`config.mk`:
```
export PLATFORM = sky130hd
export DESIGN_NAME = ycbcr_frame_sequencer
export DESIGN_NICKNAME = d
export VERILOG_FILES = /design/src/rtl/ycbcr_frame_sequencer.sv
export SDC_FILE = /design/constraint.sdc
export NUM_CORES = 1
export LEC_CHECK = 0
export BUFFER_PORTS_ARGS = -buffer_cell sky130_fd_sc_hd__buf_2
export CORE_UTILIZATION = 50
export CTS_CLUSTER_DIAMETER = 30
export DETAILED_ROUTE_END_ITERATION = 8
export GPL_TIMING_DRIVEN = 1
export PLACE_DENSITY = 0.71
export SLEW_MARGIN = 20
export SYNTH_ARGS = -nofsm -noshare
export SYNTH_HDL_FRONTEND = slang
export SYNTH_SLANG_ARGS = --single-unit
export TNS_END_PERCENT = 30
```
`constraint.sdc`:
```
create_clock -name clk -period 3.7 [get_ports clk]
set_clock_uncertainty 0.15 [all_clocks]
set_input_delay 1.11 -clock clk [delete_from_list [all_inputs] [get_ports clk]]
set_output_delay 1.11 -clock clk [all_outputs]
set_load 0.02 [all_outputs]
```
`src/rtl/ycbcr_frame_sequencer.sv`:
```
// Frame sequencer around a free-running RGB->YCbCr converter.
// Counts pixels, tracks converter latency, buffers tagged results.
module ycbcr_frame_sequencer #(
  parameter int DATA_W    = 8,
  parameter int CONV_LAT  = 1,
  parameter int OUT_DEPTH = 4,
  parameter int COL_W     = 10,
  parameter int ROW_W     = 10
) (
  input  logic              clk,
  input  logic              rst,
  input  logic              start,
  input  logic              abort,
  input  logic [COL_W-1:0]  frame_w,
  input  logic [ROW_W-1:0]  frame_h,
  output logic              busy,
  output logic              done,
  input  logic              in_valid,
  output logic              in_ready,
  input  logic [23:0]       in_rgb,
  output logic [7:0]        conv_red,
  output logic [7:0]        conv_green,
  output logic [7:0]        conv_blue,
  input  logic [DATA_W-1:0] conv_luma,
  input  logic [DATA_W-1:0] conv_cb,
  input  logic [DATA_W-1:0] conv_cr,
  output logic              out_valid,
  input  logic              out_ready,
  output logic [DATA_W-1:0] out_y,
  output logic [DATA_W-1:0] out_cb,
  output logic [DATA_W-1:0] out_cr,
  output logic              out_sof,
  output logic              out_eol,
  output logic              out_eof
);

  localparam int PIPE_N = CONV_LAT + 1;
  localparam int PTR_W  = (OUT_DEPTH > 1) ? $clog2(OUT_DEPTH) : 1;
  localparam int CNT_W  = $clog2(OUT_DEPTH + PIPE_N + 1);

  typedef enum logic [1:0] {
    S_IDLE,
    S_RUN,
    S_DRAIN
  } state_e;

  typedef struct packed {
    logic [DATA_W-1:0] y;
    logic [DATA_W-1:0] cb;
    logic [DATA_W-1:0] cr;
    logic              sof;
    logic              eol;
    logic              eof;
  } ent_t;

  state_e           state_q;
  logic [COL_W-1:0] w_q, col_q;
  logic [ROW_W-1:0] h_q, row_q;
  logic             done_q;
  logic [7:0]       red_q, green_q, blue_q;

  logic [PIPE_N-1:0] pv_q;
  logic [2:0]        ptag_q [PIPE_N];
  ent_t              mem_q [OUT_DEPTH];
  logic [PTR_W-1:0]  wr_q, rd_q;
  logic [CNT_W-1:0]  cnt_q, cnt_d;
  logic [CNT_W-1:0]  inflight;

  logic accept, push, pop;
  logic last_col, last_row;
  logic [2:0] tag_in;
  ent_t head;

  always_comb begin
    inflight = '0;
    for (int i = 0; i < PIPE_N; i++)
      inflight = inflight + CNT_W'(pv_q[i]);
  end

  // Credit covers both buffered and in-flight pixels.
  assign in_ready = (state_q == S_RUN) &&
                    ((cnt_q + inflight) < CNT_W'(OUT_DEPTH));
  assign accept   = in_valid & in_ready;
  assign push     = pv_q[PIPE_N-1];
  assign pop      = out_valid & out_ready;

  assign last_col = (col_q == w_q - COL_W'(1));
  assign last_row = (row_q == h_q - ROW_W'(1));
  assign tag_in   = {(col_q == '0) && (row_q == '0),
                     last_col, last_col & last_row};

  always_comb begin
    cnt_d = cnt_q;
    if (push && !pop)
      cnt_d = cnt_q + CNT_W'(1);
    else if (pop && !push)
      cnt_d = cnt_q - CNT_W'(1);
  end

  always_ff @(posedge clk or posedge rst) begin
    if (rst) begin
      state_q <= S_IDLE;
      w_q     <= '0;
      h_q     <= '0;
      col_q   <= '0;
      row_q   <= '0;
      done_q  <= 1'b0;
      red_q   <= '0;
      green_q <= '0;
      blue_q  <= '0;
    end else begin
      done_q <= 1'b0;
      if (abort) begin
        state_q <= S_IDLE;
      end else begin
        unique case (state_q)
          S_IDLE: begin
            if (start) begin
              if (frame_w != '0 && frame_h != '0) begin
                w_q     <= frame_w;
                h_q     <= frame_h;
                col_q   <= '0;
                row_q   <= '0;
                state_q <= S_RUN;
              end else begin
                done_q <= 1'b1;
              end
            end
          end
          S_RUN: begin
            if (accept) begin
              red_q   <= in_rgb[23:16];
              green_q <= in_rgb[15:8];
              blue_q  <= in_rgb[7:0];
              if (last_col) begin
                col_q <= '0;
                row_q <= row_q + ROW_W'(1);
                if (last_row)
                  state_q <= S_DRAIN;
              end else begin
                col_q <= col_q + COL_W'(1);
              end
            end
          end
          S_DRAIN: begin
            if (pv_q == '0 && cnt_q == '0) begin
              state_q <= S_IDLE;
              done_q  <= 1'b1;
            end
          end
          default: state_q <= S_IDLE;
        endcase
      end
    end
  end

  always_ff @(posedge clk or posedge rst) begin
    if (rst) begin
      pv_q  <= '0;
      wr_q  <= '0;
      rd_q  <= '0;
      cnt_q <= '0;
      for (int i = 0; i < PIPE_N; i++)
        ptag_q[i] <= '0;
    end else if (abort) begin
      pv_q  <= '0;
      wr_q  <= '0;
      rd_q  <= '0;
      cnt_q <= '0;
    end else begin
      pv_q[0]   <= accept;
      ptag_q[0] <= tag_in;
      for (int i = 1; i < PIPE_N; i++) begin
        pv_q[i]   <= pv_q[i-1];
        ptag_q[i] <= ptag_q[i-1];
      end
      if (push)
        wr_q <= (wr_q == PTR_W'(OUT_DEPTH - 1)) ? '0 : wr_q + PTR_W'(1);
      if (pop)
        rd_q <= (rd_q == PTR_W'(OUT_DEPTH - 1)) ? '0 : rd_q + PTR_W'(1);
      cnt_q <= cnt_d;
    end
  end

  always_ff @(posedge clk) begin
    if (push)
      mem_q[wr_q] <= {conv_luma, conv_cb, conv_cr, ptag_q[PIPE_N-1]};
  end

  assign head       = mem_q[rd_q];
  assign busy       = (state_q != S_IDLE);
  assign done       = done_q;
  assign conv_red   = red_q;
  assign conv_green = green_q;
  assign conv_blue  = blue_q;
  assign out_valid  = (cnt_q != '0);
  assign out_y      = out_valid ? head.y   : '0;
  assign out_cb     = out_valid ? head.cb  : '0;
  assign out_cr     = out_valid ? head.cr  : '0;
  assign out_sof    = out_valid & head.sof;
  assign out_eol    = out_valid & head.eol;
  assign out_eof    = out_valid & head.eof;

endmodule

```
# Word-level counts from Yosys, hierarchy flattened
# Memory sizes are Yosys's and may differ from the RTL's.
# Index checks and enable logic that the tools add are counted.
[word_totals]
mem_count = 1
input_bits = 74
reg_bits = 82
wordCells = 112
output_inout_bits = 55
mem_bits_rw = 108
[op_classes]
add_sub_neg = 10
n_lt_le_gt_ge = 1
n_mux = 36
n_eq_ne = 16
bitwise_logic = 7
n_reduce_logical = 26
[memory_table]
columns = ["memory", "words", "width", "read_ports", "rd_clocked_by_memory_dff", "write_ports", "line", "source"]
rows = [
  ["mem_q", 4, 27, 1, 0, 1, "64", "ent_t mem_q [OUT_DEPTH];"],
]
[op_table]
columns = ["operator", "n"]
rows = [
  ["2-to-1 mux 10 bit", 6],
  ["one-hot mux 10 bit (2 select lines)", 2],
  ["2-to-1 mux 2 bit", 14],
  ["2-to-1 mux 8 bit", 3],
  ["adder 10 x 1 -> 10 bit (second input constant)", 2],
  ["equality test 10 bit", 2],
  ["logical NOT 10 bit", 2],
  ["nonzero test 10 bit", 2],
  ["subtractor 10 x 1 -> 10 bit (second input constant)", 2],
  ["!= test 3 bit (second input constant)", 6],
  ["AND reduction 6 bit", 2],
  ["2-to-1 mux 3 bit", 3],
  ["!= test 2 bit (second input constant)", 4],
  ["nonzero test 2 bit", 4],
  ["AND 1 bit", 6],
  ["equality test 2 bit (second input constant)", 3],
  ["logical AND 1 bit", 6],
  ["2-to-1 mux 1 bit", 6],
  ["one-hot mux 2 bit (3 select lines)", 1],
  ["nonzero test 3 bit", 2],
  ["AND reduction 5 bit", 1],
  ["adder 2 x 1 -> 2 bit (second input constant)", 2],
  ["logical NOT 2 bit", 2],
  ["AND reduction 4 bit", 1],
  ["other kinds (11)", 12],
]

# Logic depth before layout (Yosys ltp)
# Gate-level depths: netlist (run 1).
[depth]
word_depth = 8
ltp_mapped = 11
ltp_nobuf = 9

# Worst setup path before layout (run 1)
# Ideal clock, no wire load.
[synth_path]
path_kind = "reg2out"
start = "reg rd_q[0]"
end = "out out_cb[6]"
required_ns = 2.440
setup_slack_ns = 0.537
path_stages_with_launch = 5
path_buffers = 2
arrival_ns = 1.903
cell_sequence = "dfrtp_1 buf_2 buf_1 mux4_2 and2_1"
[synth_via]
elab_chain_len = 2
[synth_lines]
columns = ["item", "line", "source"]
rows = [
  ["start: declaration", "65", "logic [PTR_W-1:0] wr_q, rd_q;"],
  ["start signal: assignment", "180", "rd_q <= (rd_q == PTR_W'(OUT_DEPTH - 1)) ? '0 : rd_q + PTR_W'(1);"],
  ["memory (4 x 27 bit)", "--", ""],
  ["2-to-1 mux 8 bit", "198", "assign out_cb = out_valid ? head.cb : '0;"],
  ["end: declaration", "30", "output logic [DATA_W-1:0] out_cb,"],
]
# No other way between the ends.

# Worst setup path after layout (run 1)
[layout_path]
start = "reg cnt_q[0]"
end = "out out_sof"
[layout_via]
elab_chain_len = 2
[layout_lines]
columns = ["item", "line", "source"]
rows = [
  ["start: declaration", "66", "logic [CNT_W-1:0] cnt_q, cnt_d;"],
  ["start signal: assignment", "181", "cnt_q <= cnt_d;"],
  ["nonzero test 3 bit", "196", "assign out_valid = (cnt_q != '0);"],
  ["AND 1 bit", "200", "assign out_sof = out_valid & head.sof;"],
  ["end: declaration", "32", "output logic out_sof,"],
]
# No other way between the ends.

==> results_dict.tcl, run 1 <==
set metrics [dict create \
    yosys_warnings 0 \
    cellLeakagePower_nw 4.25 \
    ios 129 \
    avgSynthCellArea_um2 12.5 \
    cts_made_buffers 17 \
    wl_per_cell_um 16.5 \
    via_count 5738 \
    clk_path_buf_depth 2 \
    cp.arrival_ns 2.22 \
    rrSetupSlack_ns 0.62 \
    gr-max-usage-layer "met2" \
    cts_resized 0 \
    drc_errors 0 \
    clk_pin_slew_ns 0.07 \
    grt.total_usage_pct 21.0 \
    grtUsageMet3_pct 4.56 \
    io_buffers 128 \
    critPathLaunchType "register" \
    ys_seq_area_share_pct 61.8 \
    synth.most_common_cell "nand2_1" \
    multi_input_area_mm2 0.00304 \
    post_cts_buffers 0 \
    cp-end-kind "output port" \
    nets 900 \
    drt_iter0_drc 370 \
    antenna_left 0 \
    cts_tree "done" \
    synthesis.instances 686 \
    clkSinkCount 190 \
    drive_gt1_share_pct 28.0 \
    holdWs_ns 0.324 \
    finalSetupViolations 0 \
    worst_path_largest_cell_delay_ns 0.48 \
    antenna_found_initial 0 \
    yosysUniqueCellTypes 62 \
    min_path_cells 2 \
    grt_max_degree 44 \
    die_h_um 133 \
    min_to "conv_blue[5]" \
    drt-total-wl_mm 17.3 \
    reg2reg_to "row_q[0]" \
    grt_overflow_total 0 \
    fin_crit_sh_pct 94.0 \
    hold_path_startpoint "conv_blue[5]" \
    synth-edff-count 108 \
    synth.area.top_cells "edfxtp_1 38%, dfrtp_1 24%, mux4_2 7.1%, nand2_1 6.5%, and2_1 2.4%" \
    fmax_mhz 287 \
    outcome "finished clean" \
    crit_required_ns 2.44 \
    seqCellArea_mm2 0.00530 \
    fp.coreArea_mm2 0.0166 \
    grt_pass1_wl_mm 28.9 \
    yosys.area.top_type "edfxtp_1" \
    worst-path-buf-inv 2 \
    rows 47 \
    vias_per_cell 5.49 \
    htree_levels 4 \
    power_density_mw_per_mm2 648 \
    drv_slew 0 \
    async_flop_share_pct 43.2 \
    pre_cts_ws_ns 0.593 \
    cpMaxStageDelayCell "inv_1" \
    p_total_mw 6.54 \
    cap_violations 0 \
    synth_flop_cell "edfxtp_1" \
    n_antenna_cell 0 \
    grt_use_met2_pct 36.3 \
    period_needed_ns 3.48 \
    yosysTopAreaCellShare_pct 37.8 \
    yosys-top-cells-count "149 x nand2_1, 108 x edfxtp_1, 82 x dfrtp_1, 33 x and2_1, 29 x nor2_1" \
    max-slew-margin-rel_pct 43.2 \
    crit_path_max_fanout 31 \
    fill_cells 1311 \
    synth_fp_nets 773 \
    ys_seq_elements 190 \
    first_global_vias 5846 \
    rsz0062_at_grt "yes" \
    start_util_pct 51.5 \
    routabilityCongestion 0.848 \
    r2r-start "w_q[0]" \
    root_buffer "clkbuf_16" \
    cp_cell_sequence "nor3_1, inv_1, and2_1, buf_2" \
    hold_path.class "reg -> reg" \
    worstMarginPinSlew_ns 0.852 \
    grtUsageMet1_pct 26.2 \
    hold_viol_final 0 \
    vdd_drop_max_mv 0.416 \
    r2r.worst_path.cells 9 \
    setup_ws_ns 0.221 \
    worstSetupPathType "reg -> out" \
    dr.pass1.iters 5 \
    syn2layout_area_growth_pct 17.7 \
    worstSkewPairLatency_ns 0.43 \
    die_area_mm2 0.0177 \
    path_delay_family "simple AND/OR/NAND/NOR gates" \
    dp_hpwl_mm 11.9 \
    syn_area_mm2 0.00857 \
    die_w_um 133 \
]
layer usage:
metal	wire (µm)	up-vias
li1	-	2714
met5	0	-
met4	204	0
met3	815	18
met2	8860	178
met1	7430	2828
cell families after synthesis:
logic type	share of synthesized area, %
AOI/OAI and AO/OA	5.49
xor gates and xnor gates	2.86
adders and majority gates	1.99
buffers and inverters	2.77
DFF	61.8
muxes	8.36
and+or+nand+nor	16.8
flip-flops by register name, indices dropped and copies added, names as in the netlist, 6 cells and up:
| name | cells |
|---|---|
| conv_green | 8 |
| w_q | 10 |
| conv_blue | 8 |
| mem_q | 108 |
| row_q | 10 |
| ptag_q | 6 |
| h_q | 10 |
| col_q | 10 |
| conv_red | 8 |
layout by cell type (no fill, tap or decap), types with 12 or more instances in the layout:
master	instances
edfxtp_1	108
clkbuf_16	17
buf_2	128
mux4_2	27
inv_1	20
ha_1	12
xnor2_1	14
nand3_1	18
o21ai_0	18
and2_1	33
buf_4	14
nor2_1	29
nand2_1	149
dfrtp_1	81
area by class of cell:
cell class                 instances  area share, %
multi-input combinational        439           30.1
tap                              220           2.73
sequential                       190           52.5
inverter                          22          0.831
clock buffer                      18           4.25
timing repair buffer             143           7.59
clock inverter                    14           1.98
power by group:
part | switching [mW] | leakage, nW | internal (mW)
sequential | 0.227 | 2.04 | 2.46
combinational | 1.13 | 1.91 | 0.807
clock | 0.816 | 0.305 | 1.10
total | 2.17 | 4.25 | 4.36
metrics by stage:
stage / util [%] / std cells / instance area [µm²] / setup TNS (ns)
2_1_floorplan: - / 686 / 8570 / 0
3_3_place_gp: 56.8 / 1014 / 9460 / 0
3_5_place_dp: 56.8 / 1014 / 9460 / 0
4_1_cts: 60.6 / 1046 / 10100 / 0
5_1_grt: 60.6 / 1046 / 10100 / -0.00633
6_report: 60.6 / 1046 / 10100 / 0
how the worst max path moves through the flow:
stage / start / endpoint / slack, ns / cells after the start
finish: cnt_q[0] / out_sof / 0.22 / 4
global route: cnt_q[0] / out_sof / -0.006 / 4
CTS: cnt_q[0] / out_sof / 0.20 / 4
detailed placement: frame_w[3] / col_q[0] / 0.59 / 8
global placement: frame_w[3] / col_q[0] / 0.66 / 8
floorplan: rst / cnt_q[0] / 0.33 / 1
repair_timing:
action                                 CTS  global route
hold buffers                             0             0
endpoints found under the hold margin    0             0
setup endpoints to repair                0             1
tightest hold or removal path: stages, from the launching register on:
cell and delay [ns]:
dfrtp_1 0.34, nand2_1 0.05, nand2_1 0.06
Power figures use the tool's default switching activity.
==> run 2: changes to the inputs <==
Settings changed: CELL_PAD_IN_SITES_DETAIL_PLACEMENT from default to 1, CELL_PAD_IN_SITES_GLOBAL_PLACEMENT from default to 2, CORE_UTILIZATION 50 to 38, PLACE_DENSITY 0.71 to default, PLACE_DENSITY_LB_ADDON from default to 0.1, SLEW_MARGIN 20 to default.
==> run 2 against run 1 <==
Compared with the run above: the flow now finishes with violations (DRC); largest power group unchanged; critical path type unchanged; clock power fell by 4%; die area increased by 31%; design area grew 0.67%; critical path depth did not move; fmax fell by 1.1%; sequential cell count stayed put; combinational power barely moved.
==> results_dict.tcl, run 2 (synthesis results as in run 1) <==
set metrics [dict create \
    outcome "finished with violations" \
    violations "DRC" \
    cellLeakagePower_nw 4.25 \
    worstSkewPairLatency_ns 0.43 \
    drive_gt1_share_pct 28.4 \
    critPathLaunchType "register" \
    syn2layout_area_growth_pct 18.5 \
    placed_area_mm2 0.00955 \
    drt-total-wl_mm 20.2 \
    drv_slew 0 \
    via_count 5731 \
    die_h_um 152 \
    grt_max_degree 38 \
    rsz0062_at_grt "yes" \
    cts_made_buffers 17 \
    worstSetupPathType "reg -> out" \
    cp.arrival_ns 2.26 \
    clk_path_buf_depth 2 \
    regMostFlops "mem_q" \
    cts_tree "done" \
    postCtsHoldBufs 0 \
    p_seq_share_pct 41.4 \
    wl_per_cell_um 18.2 \
    drt_iter0_drc 211 \
    final_cell_area_mm2 0.0102 \
    hold_path.class "reg -> reg" \
    power_density_mw_per_mm2 641 \
    fin_crit_sh_pct 95.1 \
    dp_hpwl_mm 14.1 \
    vias_per_cell 5.17 \
    die_area_mm2 0.0232 \
    layout_commonest_cell "nand2_1" \
    power_frac_clock_pct 28.3 \
    root_buffer "clkbuf_16" \
    n_antenna_cell 0 \
    drc_errors 10 \
    routabilityCongestion 0.745 \
    antenna_left 0 \
    die_w_um 152 \
    grt_overflow_total 0 \
    crit_path_max_fanout 31 \
    tns_ns 0 \
    clk_pin_slew_ns 0.08 \
    switchingPower_mw 2.32 \
    io_buffers 128 \
    p_int_mw 4.19 \
    vdd_drop_max_mv 0.337 \
    antenna_found_initial 0 \
    dr.pass1.iters 8 \
    rows 54 \
    grt_pass1_wl_mm 33.7 \
    post_cts_buffers 0 \
    period_needed_ns 3.52 \
    final_cell_mix "149 x nand2_1, 128 x buf_2, 108 x edfxtp_1" \
    hold_viol_final 0 \
    cap_violations 0 \
    start_util_pct 39.0 \
    clkSinkCount 190 \
    finalSetupViolations 0 \
    worstMarginPinSlew_ns 0.954 \
    switching_share_pct 35.6 \
    cp-end-kind "output port" \
    combinationalPowerShare_pct 30.3 \
    first_global_vias 6270 \
    crit_required_ns 2.44 \
    htree_levels 4 \
    final_core_utilization_pct 46.3 \
    grt.total_usage_pct 18.5 \
    fp.coreArea_mm2 0.0220 \
    max-slew-margin-rel_pct 36.3 \
    largest_reg_flops 108 \
    fmax_mhz 284 \
    nets 902 \
    ios 129 \
    fill_cells 2352 \
]
[run 2: changes by cell type in the layout (fill, tap and decap cells not counted), sizes merged]
cell    delta
bufinv     -3
clkbuf     -1
clkinv     +3
buf        +2
inv        +1
[run 2: stage by stage]
stage / instances / setup WS (ns) / power (mW) / hold slack (ns)
2_1_floorplan: 686 / 0.332 / 4.07 / 0.287
3_5_place_dp: 1076 / 0.504 / 4.75 / 0.311
3_3_place_gp: 1076 / 0.555 / 4.68 / 0.305
5_1_grt: 1108 / -0.00275 / 6.88 / 0.372
4_1_cts: 1108 / 0.0977 / 6.61 / 0.332
6_report: 1108 / 0.182 / 6.51 / 0.325
[run 2: per-layer routing]
metal / track usage, % / wire length, µm
met5: 0 / 0
met4: 5.88 / 301
met3: 2.73 / 683
met2: 33.5 / 10700
met1: 22.8 / 8450
[run 2: final timing paths]
kind,start,endpoint,slack [ns],cells past startpoint
max in group asynchronous,rst,conv_blue[6],2.02,3
setup / recovery,cnt_q[0],out_eof,0.18,4
min in group asynchronous,rst,conv_blue[2],0.61,2
hold / removal,conv_red[4],conv_red[4],0.33,2
setup reg to reg,w_q[2],col_q[5],0.54,6
hold reg to reg,conv_red[4],conv_red[4],0.33,2
[run 2: layout make-up]
cell class                      count  area (µm²)  share of cell area (%)
Sequential cell                   190        5300                    52.1
Multi-Input combinational cell    439        3040                    29.9
Timing Repair Buffer              145         781                    7.69
Clock buffer                       17         425                    4.19
Tap cell                          280         350                    3.45
Clock inverter                     15         181                    1.79
Inverter                           22        83.8                   0.825
[run 2: power by group through the flow]
stage / logic, mW / clock network [mW] / registers (mW)
2_1_floorplan: 1.29 / 0 / 2.78
3_3_place_gp: 1.95 / 0 / 2.73
3_5_place_dp: 2.01 / 0 / 2.74
4_1_cts: 2.02 / 1.90 / 2.70
5_1_grt: 2.17 / 1.97 / 2.74
6_report: 1.97 / 1.84 / 2.69
[run 2: worst max-delay path, stage by stage (launching register included)]
cell     delay (ns)
dfrtp_1        0.42
nor3_1         0.37
inv_1          0.53
and2_1         0.35
buf_2          0.16
[run 2: repair_timing]
| item | 4_1_cts | 5_1_grt |
|---|---|---|
| hold endpoints to repair | 0 | 0 |
| endpoints found under the setup margin | 0 | 1 |
| resized for setup | 0 | 0 |
==> run 3: changes to the inputs <==
Settings changed: CORE_MARGIN from default to 2, CTS_CLUSTER_DIAMETER 30 to default.
==> run 3 against run 2 <==
Compared with the run above: the flow now finishes without violations; global-route usage down 0.16 points; critical path depth stayed put; clock power hardly changed; design area is essentially flat; fmax is 1.6% higher; setup slack improved by 0.056 ns; utilization hardly changed; via count increased by 0.21%; non-clock buffer count unchanged; sequential power hardly changed; cell count unchanged; largest power group unchanged.
==> results_dict.tcl, run 3 (synthesis results as in run 1) <==
set metrics [dict create \
    period_needed_ns 3.46 \
    postCtsHoldBufs 0 \
    io_buffers 128 \
    drc_errors 0 \
    ios 129 \
    grt_pass1_wl_mm 33.9 \
    switching_share_pct 35.4 \
    worst_path_largest_cell_delay_ns 0.64 \
    seqCellArea_mm2 0.00530 \
    hold_viol_final 0 \
    fin_crit_sh_pct 93.6 \
    combinationalPowerShare_pct 30.6 \
    die_area_mm2 0.0238 \
    root_buffer "clkbuf_16" \
    drt_iter0_drc 243 \
    crit_required_ns 2.44 \
    cp.arrival_ns 2.20 \
    power_density_mw_per_mm2 648 \
    routabilityCongestion 0.757 \
    cap_violations 0 \
    clk_pin_slew_ns 0.08 \
    cp-end-kind "output port" \
    final_core_utilization_pct 46.3 \
    cts_tree "done" \
    die_h_um 154 \
    drt-total-wl_mm 20.9 \
    p_total_mw 6.59 \
    htree_levels 4 \
    clk_path_buf_depth 2 \
    dp_cells 1075 \
    worstSetupPathType "reg -> out" \
    grt.total_usage_pct 18.4 \
    clkSinkCount 190 \
    regMostFlops "mem_q" \
    worstMarginPinSlew_ns 0.878 \
    antenna_found_initial 0 \
    nets 903 \
    fill_cells 2316 \
    syn2layout_area_growth_pct 18.6 \
    cp_cell_sequence "buf_12, mux4_2, and2_1, buf_2" \
    tns_ns 0 \
    fmax_mhz 289 \
    cts_made_buffers 17 \
    rows 54 \
    rsz0062_at_grt "no" \
    vdd_drop_max_mv 0.300 \
    die_w_um 154 \
    final_cell_mix "149 x nand2_1, 128 x buf_2, 108 x edfxtp_1" \
    hold_path.class "reg -> reg" \
    cpMaxStageDelayCell "dfrtp_2" \
    layout_commonest_cell "nand2_1" \
    fp.coreArea_mm2 0.0220 \
    first_global_vias 6322 \
    multi_input_area_mm2 0.00305 \
    crit_path_max_fanout 18 \
    drv_slew 0 \
    holdWs_ns 0.326 \
    fin_cells 1108 \
    critPathLaunchType "register" \
    antenna_left 0 \
    outcome "finished clean" \
    max-slew-margin-rel_pct 41.5 \
    via_count 5743 \
    finalSetupViolations 0 \
    vias_per_cell 5.18 \
    wl_per_cell_um 18.9 \
    switchingPower_mw 2.33 \
    p_int_mw 4.26 \
    grt_max_degree 39 \
    p_seq_share_pct 41.2 \
    start_util_pct 39.0 \
    dp_hpwl_mm 14.9 \
    grt_overflow_total 0 \
    worstSkewPairLatency_ns 0.43 \
    cellLeakagePower_nw 4.24 \
    dr.pass1.iters 4 \
    drive_gt1_share_pct 28.6 \
    largest_reg_flops 108 \
    power_frac_clock_pct 28.1 \
    n_antenna_cell 0 \
]
## run 3: changes by cell type in the layout (fill, tap and decap cells not counted), moves of 2 or more
cell,change
clkinv_8,-3
clkinvlp_4,+3
inv_8,+3
inv_12,-2
## run 3: metal layers
layer  share of wire [%]  wire length [µm]  global-route usage (%)  vias up
met5                   0                 0                       0        -
met4                 1.1               223                    5.12        0
met3                 3.0               623                    2.94       20
met2                  52             10900                    32.8       99
met1                  44              9170                    23.2     2914
li1                    -                 -                       -     2710
## run 3: timing repair
| action | CTS | global route |
|---|---|---|
| endpoints found under the hold margin | 0 | 0 |
| setup endpoints to repair | 0 | 27 |
| resized for setup | 0 | 4 |
| setup buffers | 0 | 1 |
## run 3: final timing paths
| check | slack, ns | from | end | cells past startpoint |
|---|---|---|---|---|
| min in group asynchronous | 0.64 | rst | row_q[0] | 2 |
| max | 0.24 | rd_q[0] | out_sof | 4 |
| min reg2reg | 0.33 | conv_red[0] | conv_red[0] | 2 |
| max in group asynchronous | 1.98 | rst | conv_green[2] | 3 |
| max reg2reg | 0.63 | w_q[3] | col_q[0] | 7 |
| min | 0.33 | conv_red[0] | conv_red[0] | 2 |
## run 3: power by group through the flow
stage          clock (mW)  sequential, mW  combinational, mW
2_1_floorplan           0            2.78               1.29
3_3_place_gp            0            2.75               1.93
3_5_place_dp            0            2.76               1.99
4_1_cts              1.90            2.71               1.99
5_1_grt              1.98            2.76               2.22
6_report             1.85            2.72               2.02
## run 3: area by class of cell
| type | instances | share of cell area (%) |
|---|---|---|
| timing repair buffer | 145 | 7.68 |
| sequential | 190 | 52.1 |
| timing repair inverter | 1 | 0.0739 |
| multi-input combinational | 439 | 30.0 |
| clock buffer | 17 | 4.19 |
| clock inverter | 14 | 1.64 |
| inverter | 22 | 0.862 |
| tap | 280 | 3.45 |
## run 3: metrics by stage
step | worst slack, ns | area [µm²]
after CTS | 0.115 | 10100
after global routing | 0.109 | 10200
final | 0.238 | 10200
after detailed placement | 0.518 | 9540
after global placement | 0.537 | 9540
after floorplan | 0.332 | 8570
## run 3: worst max-delay path, delay by kind of cell, from the launching register on
| family | cells | cell delay [ns] |
|---|---|---|
| flip-flops | 1 | 0.64 |
| multiplexers | 1 | 0.52 |
| buffers and inverters | 2 | 0.42 |
| AND/OR/NAND/NOR | 1 | 0.18 |
